[config.mk]
export PLATFORM = sky130hd
export DESIGN_NAME = mem_port_arbiter_flat
export DESIGN_NICKNAME = d
export VERILOG_FILES = /design/src/rtl/mem_port_arbiter_if.sv /design/src/rtl/mem_port_arbiter.sv /design/src/flat_wrapper.sv
export SDC_FILE = /design/constraint.sdc
export NUM_CORES = 1
export LEC_CHECK = 0
export ABC_AREA = 0
export BUFFER_PORTS_ARGS = -buffer_cell sky130_fd_sc_hd__buf_4
export CAP_MARGIN = 20
export CORE_ASPECT_RATIO = 0.7
export CORE_MARGIN = 10
export CORE_UTILIZATION = 46
export DETAILED_ROUTE_END_ITERATION = 12
export PLACE_DENSITY = 0.8
export RECOVER_POWER = 25
export SLEW_MARGIN = 15
export SYNTH_ARGS = -nofsm -noshare
export SYNTH_HDL_FRONTEND = slang
export SYNTH_SLANG_ARGS = --single-unit
[constraint.sdc]
create_clock -name clk_in -period 2 [get_ports clk_in]
set_input_delay 0.6 -clock clk_in [delete_from_list [all_inputs] [get_ports clk_in]]
set_output_delay 0.6 -clock clk_in [all_outputs]
set_load 0.02 [all_outputs]
[src/rtl/mem_port_arbiter_if.sv]
// Bus bundle for mem_port_arbiter: IF and DM request ports on the core side,
// single-port memory request on the other.
interface mem_port_arbiter_if #(
  parameter int AW = 32,
  parameter int DW = 32
);
  logic          if_req;
  logic [AW-1:0] if_addr;
  logic [DW-1:0] if_rdata;
  logic          if_ack;
  logic          if_stall;
  logic          dm_req;
  logic          dm_we;
  logic [AW-1:0] dm_addr;
  logic [DW-1:0] dm_wdata;
  logic [DW-1:0] dm_rdata;
  logic          dm_ack;
  logic          dm_stall;
  logic          mem_cs;
  logic          mem_we;
  logic [AW-1:0] mem_addr;
  logic [DW-1:0] mem_wdata;
  logic [DW-1:0] mem_rdata;
  logic          mem_rdy;
  logic          err;

  // Arbiter side
  modport master (
    input  if_req, if_addr, dm_req, dm_we, dm_addr, dm_wdata, mem_rdata, mem_rdy,
    output if_rdata, if_ack, if_stall, dm_rdata, dm_ack, dm_stall,
    output mem_cs, mem_we, mem_addr, mem_wdata, err
  );

  // Core and memory side
  modport slave (
    output if_req, if_addr, dm_req, dm_we, dm_addr, dm_wdata, mem_rdata, mem_rdy,
    input  if_rdata, if_ack, if_stall, dm_rdata, dm_ack, dm_stall,
    input  mem_cs, mem_we, mem_addr, mem_wdata, err
  );
endinterface

[src/rtl/mem_port_arbiter.sv]
// Shares one variable-latency single-port memory between IF and DM with DM priority
// and an IF fairness counter. Optional access timeout under `ARB_TIMEOUT_EN.
module mem_port_arbiter #(
  parameter  int AW         = 32,
  parameter  int DW         = 32,
  parameter  int FAIR_LIMIT = 4,
  parameter  int TIMEOUT    = 16,
  localparam int FW         = $clog2(FAIR_LIMIT + 1)
) (
  input  logic              clk_in,
  input  logic              reset,
  mem_port_arbiter_if.master bus,
  output logic [1:0]        state_dbg,
  output logic [FW-1:0]     fair_cnt_dbg
);

  // Handshake: a requester raises req and holds req/addr/data stable until it sees
  // a one-cycle ack, then drops req at the edge ending that ack cycle; req still
  // high in IDLE starts a new transaction. Memory: mem_cs held for the whole access,
  // mem_rdy (sampled only during ACCESS) completes it with mem_rdata.
  typedef enum logic [1:0] {IDLE = 2'd0, ACCESS = 2'd1, RESP = 2'd2} state_t;
  typedef enum logic [1:0] {OWN_NONE = 2'd0, OWN_IF = 2'd1, OWN_DM = 2'd2} owner_t;

  state_t        state_q, state_d;
  owner_t        owner_q, owner_d;
  logic          grant_if, grant_dm, done, tmo_hit;
  logic [FW-1:0] fair_q;
  logic          mem_cs_q, mem_we_q, if_ack_q, dm_ack_q, err_q;
  logic [AW-1:0] mem_addr_q;
  logic [DW-1:0] mem_wdata_q, if_rdata_q, dm_rdata_q;

`ifdef ARB_TIMEOUT_EN
  localparam int TW = $clog2(TIMEOUT + 1);
  logic [TW-1:0] tmo_cnt_q;

  // Last allowed ACCESS cycle without mem_rdy; a same-cycle mem_rdy completes normally.
  assign tmo_hit = (state_q == ACCESS) && (tmo_cnt_q == TW'(TIMEOUT - 1)) && !bus.mem_rdy;

  always_ff @(posedge clk_in or negedge reset) begin
    if (!reset)                tmo_cnt_q <= '0;
    else if (state_q == ACCESS) tmo_cnt_q <= tmo_cnt_q + 1'b1;
    else                       tmo_cnt_q <= '0;
  end
`else
  logic unused_timeout;
  assign unused_timeout = ^TIMEOUT;
  assign tmo_hit        = 1'b0;
`endif

  always_comb begin
    state_d  = state_q;
    owner_d  = owner_q;
    grant_if = 1'b0;
    grant_dm = 1'b0;
    done     = 1'b0;
    case (state_q)
      IDLE: begin
        if (bus.dm_req && (!bus.if_req || fair_q != FW'(FAIR_LIMIT))) grant_dm = 1'b1;
        else if (bus.if_req)                                            grant_if = 1'b1;
        if (grant_dm) begin
          state_d = ACCESS;
          owner_d = OWN_DM;
        end else if (grant_if) begin
          state_d = ACCESS;
          owner_d = OWN_IF;
        end
      end
      ACCESS: begin
        done = bus.mem_rdy || tmo_hit;
        if (done) state_d = RESP;
      end
      RESP: begin
        state_d = IDLE;
        owner_d = OWN_NONE;
      end
      default: begin
        state_d = IDLE;
        owner_d = OWN_NONE;
      end
    endcase
  end

  always_ff @(posedge clk_in or negedge reset) begin
    if (!reset) begin
      state_q <= IDLE;
      owner_q <= OWN_NONE;
    end else begin
      state_q <= state_d;
      owner_q <= owner_d;
    end
  end

  always_ff @(posedge clk_in or negedge reset) begin
    if (!reset) begin
      mem_cs_q    <= 1'b0;
      mem_we_q    <= 1'b0;
      mem_addr_q  <= '0;
      mem_wdata_q <= '0;
      if_ack_q    <= 1'b0;
      dm_ack_q    <= 1'b0;
      err_q       <= 1'b0;
      if_rdata_q  <= '0;
      dm_rdata_q  <= '0;
      fair_q      <= '0;
    end else begin
      if_ack_q <= done && (owner_q == OWN_IF);
      dm_ack_q <= done && (owner_q == OWN_DM);
      err_q    <= tmo_hit;
      if (grant_dm) begin
        mem_cs_q    <= 1'b1;
        mem_we_q    <= bus.dm_we;
        mem_addr_q  <= bus.dm_addr;
        mem_wdata_q <= bus.dm_wdata;
      end else if (grant_if) begin
        mem_cs_q   <= 1'b1;
        mem_we_q   <= 1'b0;
        mem_addr_q <= bus.if_addr;
      end else if (done) begin
        mem_cs_q <= 1'b0;
        mem_we_q <= 1'b0;
      end
      if (done && owner_q == OWN_IF)
        if_rdata_q <= tmo_hit ? '0 : bus.mem_rdata;
      if (done && owner_q == OWN_DM && !mem_we_q)
        dm_rdata_q <= tmo_hit ? '0 : bus.mem_rdata;
      // Count DM wins only while IF is actually waiting.
      if (grant_if)
        fair_q <= '0;
      else if (grant_dm)
        fair_q <= !bus.if_req ? '0 : (fair_q == FW'(FAIR_LIMIT)) ? fair_q : fair_q + 1'b1;
    end
  end

  assign bus.mem_cs    = mem_cs_q;
  assign bus.mem_we    = mem_we_q;
  assign bus.mem_addr  = mem_addr_q;
  assign bus.mem_wdata = mem_wdata_q;
  assign bus.if_ack    = if_ack_q;
  assign bus.dm_ack    = dm_ack_q;
  assign bus.if_rdata  = if_rdata_q;
  assign bus.dm_rdata  = dm_rdata_q;
  assign bus.err       = err_q;
  assign bus.if_stall  = bus.if_req & ~if_ack_q;
  assign bus.dm_stall  = bus.dm_req & ~dm_ack_q;
  assign state_dbg     = state_q;
  assign fair_cnt_dbg  = fair_q;

endmodule
[src/flat_wrapper.sv]
// flat-port wrapper written by rule: the top's interface ports become plain ports
module mem_port_arbiter_flat 
#(
  parameter  int AW         = 32,
  parameter  int DW         = 32,
  parameter  int FAIR_LIMIT = 4,
  parameter  int TIMEOUT    = 16,
  localparam int FW         = $clog2(FAIR_LIMIT + 1)
)
  (clk_in, reset, state_dbg, fair_cnt_dbg, bus_if_req, bus_if_addr, bus_dm_req, bus_dm_we, bus_dm_addr, bus_dm_wdata, bus_mem_rdata, bus_mem_rdy, bus_if_rdata, bus_if_ack, bus_if_stall, bus_dm_rdata, bus_dm_ack, bus_dm_stall, bus_mem_cs, bus_mem_we, bus_mem_addr, bus_mem_wdata, bus_err);
  mem_port_arbiter_if #(.AW(AW), .DW(DW)) bus_i ();
  input  logic clk_in;
  input  logic reset;
  output logic [1:0] state_dbg;
  output logic [FW-1:0] fair_cnt_dbg;
  input wire logic [$bits(bus_i.if_req)-1:0] bus_if_req;
  input wire logic [$bits(bus_i.if_addr)-1:0] bus_if_addr;
  input wire logic [$bits(bus_i.dm_req)-1:0] bus_dm_req;
  input wire logic [$bits(bus_i.dm_we)-1:0] bus_dm_we;
  input wire logic [$bits(bus_i.dm_addr)-1:0] bus_dm_addr;
  input wire logic [$bits(bus_i.dm_wdata)-1:0] bus_dm_wdata;
  input wire logic [$bits(bus_i.mem_rdata)-1:0] bus_mem_rdata;
  input wire logic [$bits(bus_i.mem_rdy)-1:0] bus_mem_rdy;
  output wire logic [$bits(bus_i.if_rdata)-1:0] bus_if_rdata;
  output wire logic [$bits(bus_i.if_ack)-1:0] bus_if_ack;
  output wire logic [$bits(bus_i.if_stall)-1:0] bus_if_stall;
  output wire logic [$bits(bus_i.dm_rdata)-1:0] bus_dm_rdata;
  output wire logic [$bits(bus_i.dm_ack)-1:0] bus_dm_ack;
  output wire logic [$bits(bus_i.dm_stall)-1:0] bus_dm_stall;
  output wire logic [$bits(bus_i.mem_cs)-1:0] bus_mem_cs;
  output wire logic [$bits(bus_i.mem_we)-1:0] bus_mem_we;
  output wire logic [$bits(bus_i.mem_addr)-1:0] bus_mem_addr;
  output wire logic [$bits(bus_i.mem_wdata)-1:0] bus_mem_wdata;
  output wire logic [$bits(bus_i.err)-1:0] bus_err;
  assign bus_i.if_req = bus_if_req;
  assign bus_i.if_addr = bus_if_addr;
  assign bus_i.dm_req = bus_dm_req;
  assign bus_i.dm_we = bus_dm_we;
  assign bus_i.dm_addr = bus_dm_addr;
  assign bus_i.dm_wdata = bus_dm_wdata;
  assign bus_i.mem_rdata = bus_mem_rdata;
  assign bus_i.mem_rdy = bus_mem_rdy;
  assign bus_if_rdata = bus_i.if_rdata;
  assign bus_if_ack = bus_i.if_ack;
  assign bus_if_stall = bus_i.if_stall;
  assign bus_dm_rdata = bus_i.dm_rdata;
  assign bus_dm_ack = bus_i.dm_ack;
  assign bus_dm_stall = bus_i.dm_stall;
  assign bus_mem_cs = bus_i.mem_cs;
  assign bus_mem_we = bus_i.mem_we;
  assign bus_mem_addr = bus_i.mem_addr;
  assign bus_mem_wdata = bus_i.mem_wdata;
  assign bus_err = bus_i.err;
  mem_port_arbiter #(.AW(AW), .DW(DW), .FAIR_LIMIT(FAIR_LIMIT), .TIMEOUT(TIMEOUT)) u_core (.clk_in(clk_in), .reset(reset), .bus(bus_i), .state_dbg(state_dbg), .fair_cnt_dbg(fair_cnt_dbg));
endmodule
Word level (Yosys, flattened, before mapping)
Cells that the tools add are included.
- equal/unequal tests: 8
- add/subtract/negate cells: 1
- reductions and logical operators: 13
- bitwise operators: 5
- muxes and demuxes: 25
- operator list (operator ; number):
    two-way mux 32 bit ; 2
    two-way mux 1 bit ; 13
    two-way mux 3 bit ; 4
    two-way mux 2 bit ; 4
    case mux 2 bit (2 select lines) ; 2
    AND reduction 2 bit ; 3
    equality test 2 x 1 -> 1 bit, second input constant ; 2
    logical AND 1 bit ; 4
    adder 3 x 1 -> 3 bit, second input constant ; 1
    equality test 3 bit, second input constant ; 1
    inequality test 3 x 1 -> 1 bit, second input constant ; 1
    inequality test 3 x 2 -> 1 bit, second input constant ; 1
    inequality test 3 bit, second input constant ; 1
    inverter 1 bit ; 3
    nonzero test 3 bit ; 1
    bitwise AND 1 bit ; 2
    equality test 2 bit, second input constant ; 1
    logical NOT 1 bit ; 2
    logical NOT 2 bit ; 1
    inequality test 2 bit, second input constant ; 1
    nonzero test 2 bit ; 1
    logical OR 1 bit ; 1
- register bits after elaboration: 139
- logic and storage cells: 63
- input bits: 134
- output and inout bits: 140

Longest topological paths before layout
Gate-level depths: netlist of the first run.
- word-level depth: 8
- gate-level depth with buffers: 8
- gate-level depth less buffers: 5

Least setup slack after synthesis of the first run
Ideal clock, no wire load.
- kind: register to register
- start point: reg u_core.fair_q[0], in the netlist u_core.fair_cnt_dbg[0]
- end point: reg u_core.mem_addr_q[0], in the netlist u_core.bus.mem_addr[0]
- clock period less this slack: 1.973 ns
- setup slack: 0.027 ns
- setup time: 0.126 ns
- data required time: 1.874 ns
- data arrival time: 1.847 ns
- cell stages (with the launch flop): 9
- path buffers: 3
- path through: dfrtp_1 > inv_1 > ha_1 > and3_1 > clkbuf_1 > or2_1 > buf_6 > buf_6 > a221o_1
- longest elaborated chain between the ends: 7
- elaborated cells on any way between the ends: 11
- classes of those cells: eq/ne: 1; mux: 7; reduce/logical: 3
- ends and longest elaborated chain (element ; RTL line ; text):
    start, declared ; mem_port_arbiter.sv:27 ; logic [FW-1:0] fair_q;
    start signal, assigned ; mem_port_arbiter.sv:130 ; fair_q <= !bus.if_req ? '0 : (fair_q == FW'(FAIR_LIMIT)) ? fair_q : fair_q + 1'b1;
    inequality test 3 bit (*) ; mem_port_arbiter.sv:58 ; if (bus.dm_req && (!bus.if_req || fair_q != FW'(FAIR_LIMIT))) grant_dm = 1'b1;
    logical OR 1 bit (*) ; mem_port_arbiter.sv:58 ;
    logical AND 1 bit (*) ; mem_port_arbiter.sv:58 ;
    two-way mux 1 bit ; mem_port_arbiter.sv:58 ;
    two-way mux 1 bit (2 in a row) ; mem_port_arbiter.sv:56 ; case (state_q)
    two-way mux 32 bit or nonzero test 2 bit (tied branches) ; n/a ;
    end signal, assigned ; mem_port_arbiter.sv:112 ; mem_addr_q <= bus.dm_addr;
    end signal, assigned ; mem_port_arbiter.sv:117 ; mem_addr_q <= bus.if_addr;
    end, declared ; mem_port_arbiter.sv:29 ; logic [AW-1:0] mem_addr_q;
Mark *: on every way between the ends. The rest lies on a longest branch, timed or not. The select of a mux whose other input is x is not followed.
A chain may end at the register's enable or synchronous reset.

Final worst setup path of the first run
- start point: reg u_core.fair_q[0], in the netlist u_core.fair_cnt_dbg[0]
- end point: reg u_core.mem_addr_q[7], in the netlist u_core.bus.mem_addr[7]
Same word-level chain as after synthesis.

==> results of run 1 <==
## critical path: cells and delay by family (launching register included)
kind	cells	cell delay, ps
simple gates	2	580
flops	1	390
compound gates	1	330
buf+inv	2	260
fa+ha+maj	1	220
## cell type report
class,instances,area (um^2)
clock inverter,12,185
fill,853,3640
multi-input combinational,228,2100
sequential,139,3480
timing repair buffer,290,2250
tap,162,203
clock buffer,20,457
inverter,5,18.8
## synth_stat cells (2+ instances only)
library cell and number:
nand2_1 3, nor3b_1 32, nor2_1 4, o21ai_0 2, buf_2 10, dfrtp_1 139
buf_6 4, nor2b_1 3, a221o_1 32, a32o_1 2, nand2b_1 4, ha_1 2
a22o_1 2, inv_1 5, clkbuf_1 17, and3_1 34, mux2_2 96
## state kept, by name, summed over array words and instances (netlist names)
name	cells
u_core.bus.mem_we	1
u_core.bus.dm_rdata	32
u_core.bus.dm_ack	1
u_core.bus.mem_cs	1
u_core.bus.mem_wdata	32
u_core.bus.if_ack	1
u_core.owner_q	2
u_core.state_dbg	2
u_core.bus.if_rdata	32
u_core.bus.mem_addr	32
u_core.fair_cnt_dbg	3
## metrics by stage
step | setup slack [ps] | hold slack [ps] | cell area [um^2] | setup TNS [ps] | std cells
floorplan | 27.5 | 304 | 5760 | 0 | 405
CTS | 83.0 | 126 | 8710 | 0 | 856
detailed placement | -135 | 487 | 8070 | -4830 | 824
finish | 88.2 | 402 | 8690 | 0 | 856
global route | 14.2 | 403 | 8690 | 0 | 856
global placement | -51.6 | 480 | 8070 | -2230 | 824
## layer usage
layer | part of all wire (%) | vias to the layer above | wire length [um]
li1 | - | 2051 | -
met1 | 36 | 2242 | 6520
met2 | 52 | 204 | 9290
met3 | 10 | 22 | 1850
met4 | 1.8 | 0 | 323
met5 | 0 | - | 0
## worst max-delay path by stage
stage / start / to / slack (ps) / cells after the start
2_1_floorplan: u_core.fair_cnt_dbg[0]$_DFFE_PN0P_ / u_core.bus.mem_addr[0]$_DFFE_PN0P_ / 30 / 8
3_3_place_gp: bus_dm_req / u_core.bus.mem_addr[2]$_DFFE_PN0P_ / -50 / 6
3_5_place_dp: bus_dm_req / u_core.bus.mem_addr[14]$_DFFE_PN0P_ / -140 / 6
4_1_cts: u_core.fair_cnt_dbg[1]$_DFFE_PN0P_ / u_core.bus.mem_wdata[28]$_DFFE_PN0P_ / 80 / 6
5_1_grt: u_core.fair_cnt_dbg[1]$_DFFE_PN0P_ / u_core.bus.mem_addr[7]$_DFFE_PN0P_ / 10 / 6
6_report: u_core.fair_cnt_dbg[0]$_DFFE_PN0P_ / u_core.bus.mem_addr[7]$_DFFE_PN0P_ / 90 / 6
## power groups by stage
stage                     registers (mW)  clock network (mW)  logic (mW)
after CTS                           5.10                3.44        7.30
after floorplan                     6.67                   0        2.26
after global placement              5.03                   0        7.09
after global routing                5.26                3.58        7.63
after detailed placement            5.12                   0        7.28
final                               5.08                3.37        7.18
## cells in the final DEF, fill, tap and decap left out, types with 3 or more instances in the layout
master     synthesis  final
bufinv_16          0      4
nand2b_1           4      4
nor3b_1           32     32
and3_1            34     33
nor2_1             4      4
mux2_2            96     96
clkbuf_16          0     17
buf_4              1    280
inv_6              0      3
inv_1              5      5
dfrtp_1          139    139
buf_12             0      6
nor2b_1            3      3
a221o_1           32     32
clkinv_4           0      3
nand2_1            3      3
## kinds of logic after synthesis
| logic type | Yosys count | synth area share, % |
|---|---|---|
| flip-flops | 139 | 60.4 |
| multiplexers | 97 | 19.0 |
| AND/OR/NAND/NOR | 87 | 10.0 |
| AO/OA/AOI/OAI | 41 | 6.82 |
| buffers and inverters | 38 | 3.28 |
| adder cells (fa/ha/maj) | 2 | 0.435 |
| other | 1 | 0.0651 |
==> flow_summary.ini, run 1 <==
[synthesis]
postSynthAreaPerCell_um2 = 14.2
syn-instance-count = 405
synth_top_area_share_pct = 60.4
synth_seq_cells = 139
yosys_warnings = 0
synth_edf_count = 0
syn-cell-area_mm2 = 0.00576
synthesis.nets = 541
ys_types = 31
yosys.area.top_type = dfrtp_1
async_flop_share_pct = 100
synthTopCellsByArea = dfrtp_1 60%, mux2_2 19%, a221o_1 5.6%
yosysSeqAreaShare_pct = 60.4
synth_ff_type = dfrtp_1

[pwr]
sequentialPowerShare_pct = 32.5
p_sw_share_pct = 36.8
p_leak_nw = 4.28
p_int_mw = 9.89
combinationalPowerShare_pct = 45.9
ir_drop_v = 0.00118
p_per_area_mw_per_mm2 = 1800
fin_total_pwr_mw = 15.6
switchingPower_mw = 5.75
p_clk_share_pct = 21.6

[setup_path]
cp_cell_sequence = inv_1, ha_1, and3_2, or2_1, buf_12, a221o_1
crit_required_ps = 2280
cp-end-kind = flop
startpoint_type = flop
crit_path_max_incr_delay_ps = 390
r2r_cells = 6
reg2reg_slack_ps = 90
cp.arrival_ps = 2190
crit_type = reg2reg
worstPathMaxFanout = 32
reg2reg_from = u_core.fair_cnt_dbg[0]$_DFFE_PN0P_
r2r-end = u_core.bus.mem_addr[7]$_DFFE_PN0P_
critPathSlowestCell = dfrtp_1

[routing]
drt-pass1-iter-count = 4
routed_via_density = 5.28
drt_iter0_drc = 194
vias = 4519
drc_errors = 0
routed_wirelength_um = 18000
routedWlPerCell_um = 21.0
drtAntennaViolNets = 0

[die]
die_h_um = 114
ios = 274
fp.dieW_um = 154
dieArea_mm2 = 0.0175
start_util_pct = 46.7
row_count = 34
coreArea_mm2 = 0.0123

[global_route]
globalRouteMet3Util_pct = 9.51
met2_usage_pct = 34.7
grt_first_pass_wirelength_um = 28200
grt_pass1_vias = 5147
antenna_found_initial = 0
grtUsageMet1_pct = 21.2
grtUsageTotal_pct = 20.0
top_usage_layer = met2
globalRoute.totalOverflow = 0
grt_max_degree = 49

[min_path]
holdPathStages = 2
hold_end = u_core.state_dbg[0]$_DFFE_PN0P_
hold_start = bus_mem_rdy
hp-class = in2reg

[place]
dp_hpwl_um = 13900
port_buffers = 272
place.gp.congestion = 0.801

[clock_network]
cts_setup_buffers = 0
clockBufferDepth = 2
h-tree-depth = 4
insertion_delay_ps = 410
clock-sinks = 139
cts-root-buf = clkbuf_16
cts_resized = 0
cts_buffers = 17
cts_tree = done
cts-hold-fix-buffers = 0
clk_pin_slew_ps = 60

[timing]
finalSetupViolations = 0
slew_headroom_pct = 17.0
maxSlewViolCount = 0
fin_crit_sh_pct = 95.6
fmax_mhz = 523
finalCriticalPeriod_ps = 1910
worst-slew-pin-transition_ps = 1250
fin_worst_skew_ps = 8.54
hold_viol = 0
rsz0062_at_grt = false

[final_layout]
diodes = 0
drive_above_1_share_pct = 60.5
utilization_pct = 70.5
fin_nets = 817
area_delta_synth_final_pct = 51.0

[outcome]
status = finished, final reports clean

[run]
cap_violations = 0
No activity file was read; power rests on OpenSTA's default activity.
==> inputs of run 2 (changes only) <==
--- a/config.mk
+++ b/config.mk
@@ -11,6 +11,7 @@
 export CORE_ASPECT_RATIO = 0.7
 export CORE_MARGIN = 10
 export CORE_UTILIZATION = 46
+export CTS_CLUSTER_SIZE = 14
 export DETAILED_ROUTE_END_ITERATION = 12
 export PLACE_DENSITY = 0.8
 export RECOVER_POWER = 25
==> constraint.sdc (replaced) <==
create_clock -name clk_in -period 2.1 [get_ports clk_in]
set_input_delay 0.315 -clock clk_in [delete_from_list [all_inputs] [get_ports clk_in]]
set_output_delay 0.315 -clock clk_in [all_outputs]
set_load 0.02 [all_outputs]
==> flow_summary.ini, run 2 (same netlist as run 1, synthesis figures left out) <==
[outcome]
status = finished, final reports clean

[final_layout]
fin_area_mm2 = 0.00866
final_common_cell = buf_4
fin_nets = 816
diodes = 0
final_cell_mix = 281 x buf_4, 139 x dfrtp_1, 96 x mux2_2
area_delta_synth_final_pct = 50.3
utilization_pct = 70.2
final_cell_count_no_fill = 854
drive_above_1_share_pct = 60.1

[clock_network]
cts-root-buf = clkbuf_16
clock-sinks = 139
cts_buffers = 17
insertion_delay_ps = 400
cts_resized = 0
h-tree-depth = 4
cts-hold-fix-buffers = 1
cts_setup_buffers = 0
clk_pin_slew_ps = 60
clockBufferDepth = 2
cts_tree = done

[timing]
final.setup.tns_ps = 0
worst-slew-pin-transition_ps = 1280
finalCriticalPeriod_ps = 1840
maxSlewViolCount = 0
rsz0062_at_grt = false
fin_worst_skew_ps = 10.9
hold_viol = 0
fmax_mhz = 544
fin_crit_sh_pct = 87.6
whs_ps = 120
fin_ws_ps = 260
slew_headroom_pct = 14.8
finalSetupViolations = 0

[pwr]
fin_total_pwr_mw = 14.9
p_leak_nw = 4.25
p_per_area_mw_per_mm2 = 1720
ir_drop_v = 0.000944

[place]
port_buffers = 272
dp_hpwl_um = 14000
place.gp.congestion = 0.799
placed_cell_area_mm2 = 0.00803
dp_slack_ps = 283
dp_cells = 822

[routing]
drt-pass1-iter-count = 5
drtAntennaViolNets = 0
routedWlPerCell_um = 21.6
vias = 4494
drt_iter0_drc = 239
routed_via_density = 5.26
routed_wirelength_um = 18400
drc_errors = 0

[die]
row_count = 34
ios = 274
die_h_um = 114
start_util_pct = 46.7
coreArea_mm2 = 0.0123
fp.dieW_um = 154
dieArea_mm2 = 0.0175

[setup_path]
path_buf_inv = 1
crit_type = reg2reg
crit_required_ps = 2380
cp.arrival_ps = 2120
cp_cell_sequence = or3b_1, or2_1, buf_12, a221o_1
critPathSlowestCell = or3b_1
crit_path_max_incr_delay_ps = 480
worstPathMaxFanout = 32
cp-end-kind = flop
startpoint_type = flop
reg2reg_slack_ps = 260
crit_family = simple AND/OR/NAND/NOR gates

[global_route]
grt_first_pass_wirelength_um = 28800
grt_max_degree = 50
grt_pass1_vias = 5107
antenna_found_initial = 0
grtUsageTotal_pct = 20.5
globalRoute.totalOverflow = 0

[min_path]
hp-class = in2reg

[run]
cap_violations = 0
==> run 2: path summary, 6_finish.rpt <==
check	end	startpoint	cells past startpoint
min	u_core.state_dbg[0]$_DFFE_PN0P_	bus_mem_rdy	2
min reg2reg	u_core.bus.mem_cs$_DFFE_PN0P_	u_core.bus.mem_cs$_DFFE_PN0P_	2
max reg2reg	u_core.bus.mem_addr[30]$_DFFE_PN0P_	u_core.state_dbg[1]$_DFFE_PN0P_	4
max	u_core.bus.mem_addr[30]$_DFFE_PN0P_	u_core.state_dbg[1]$_DFFE_PN0P_	4
max in group asynchronous	u_core.bus.mem_addr[14]$_DFFE_PN0P_	reset	3
min in group asynchronous	u_core.bus.if_rdata[3]$_DFFE_PN0P_	reset	2
==> run 2: routing by layer <==
metal	global-route usage, %	routed length (um)	up-vias
met5	0	0	-
met4	6.78	338	0
met3	9.70	1820	24
met2	34.8	9400	200
met1	22.5	6850	2229
li1	-	-	2041
==> run 2: final cells by class <==
type                            count  area, um^2
Tap cell                          162         203
Fill cell                         886        3680
Clock buffer                       19         443
Multi-Input combinational cell    228        2100
Clock inverter                     12         189
Inverter                            5        18.8
Timing Repair Buffer              289        2230
Sequential cell                   139        3480
==> run 2: power by group <==
part	internal [mW]	switching, mW	total, mW
combinational	3.30	3.53	6.84
clock	2.03	1.16	3.19
sequential	4.03	0.807	4.83
total	9.36	5.50	14.9
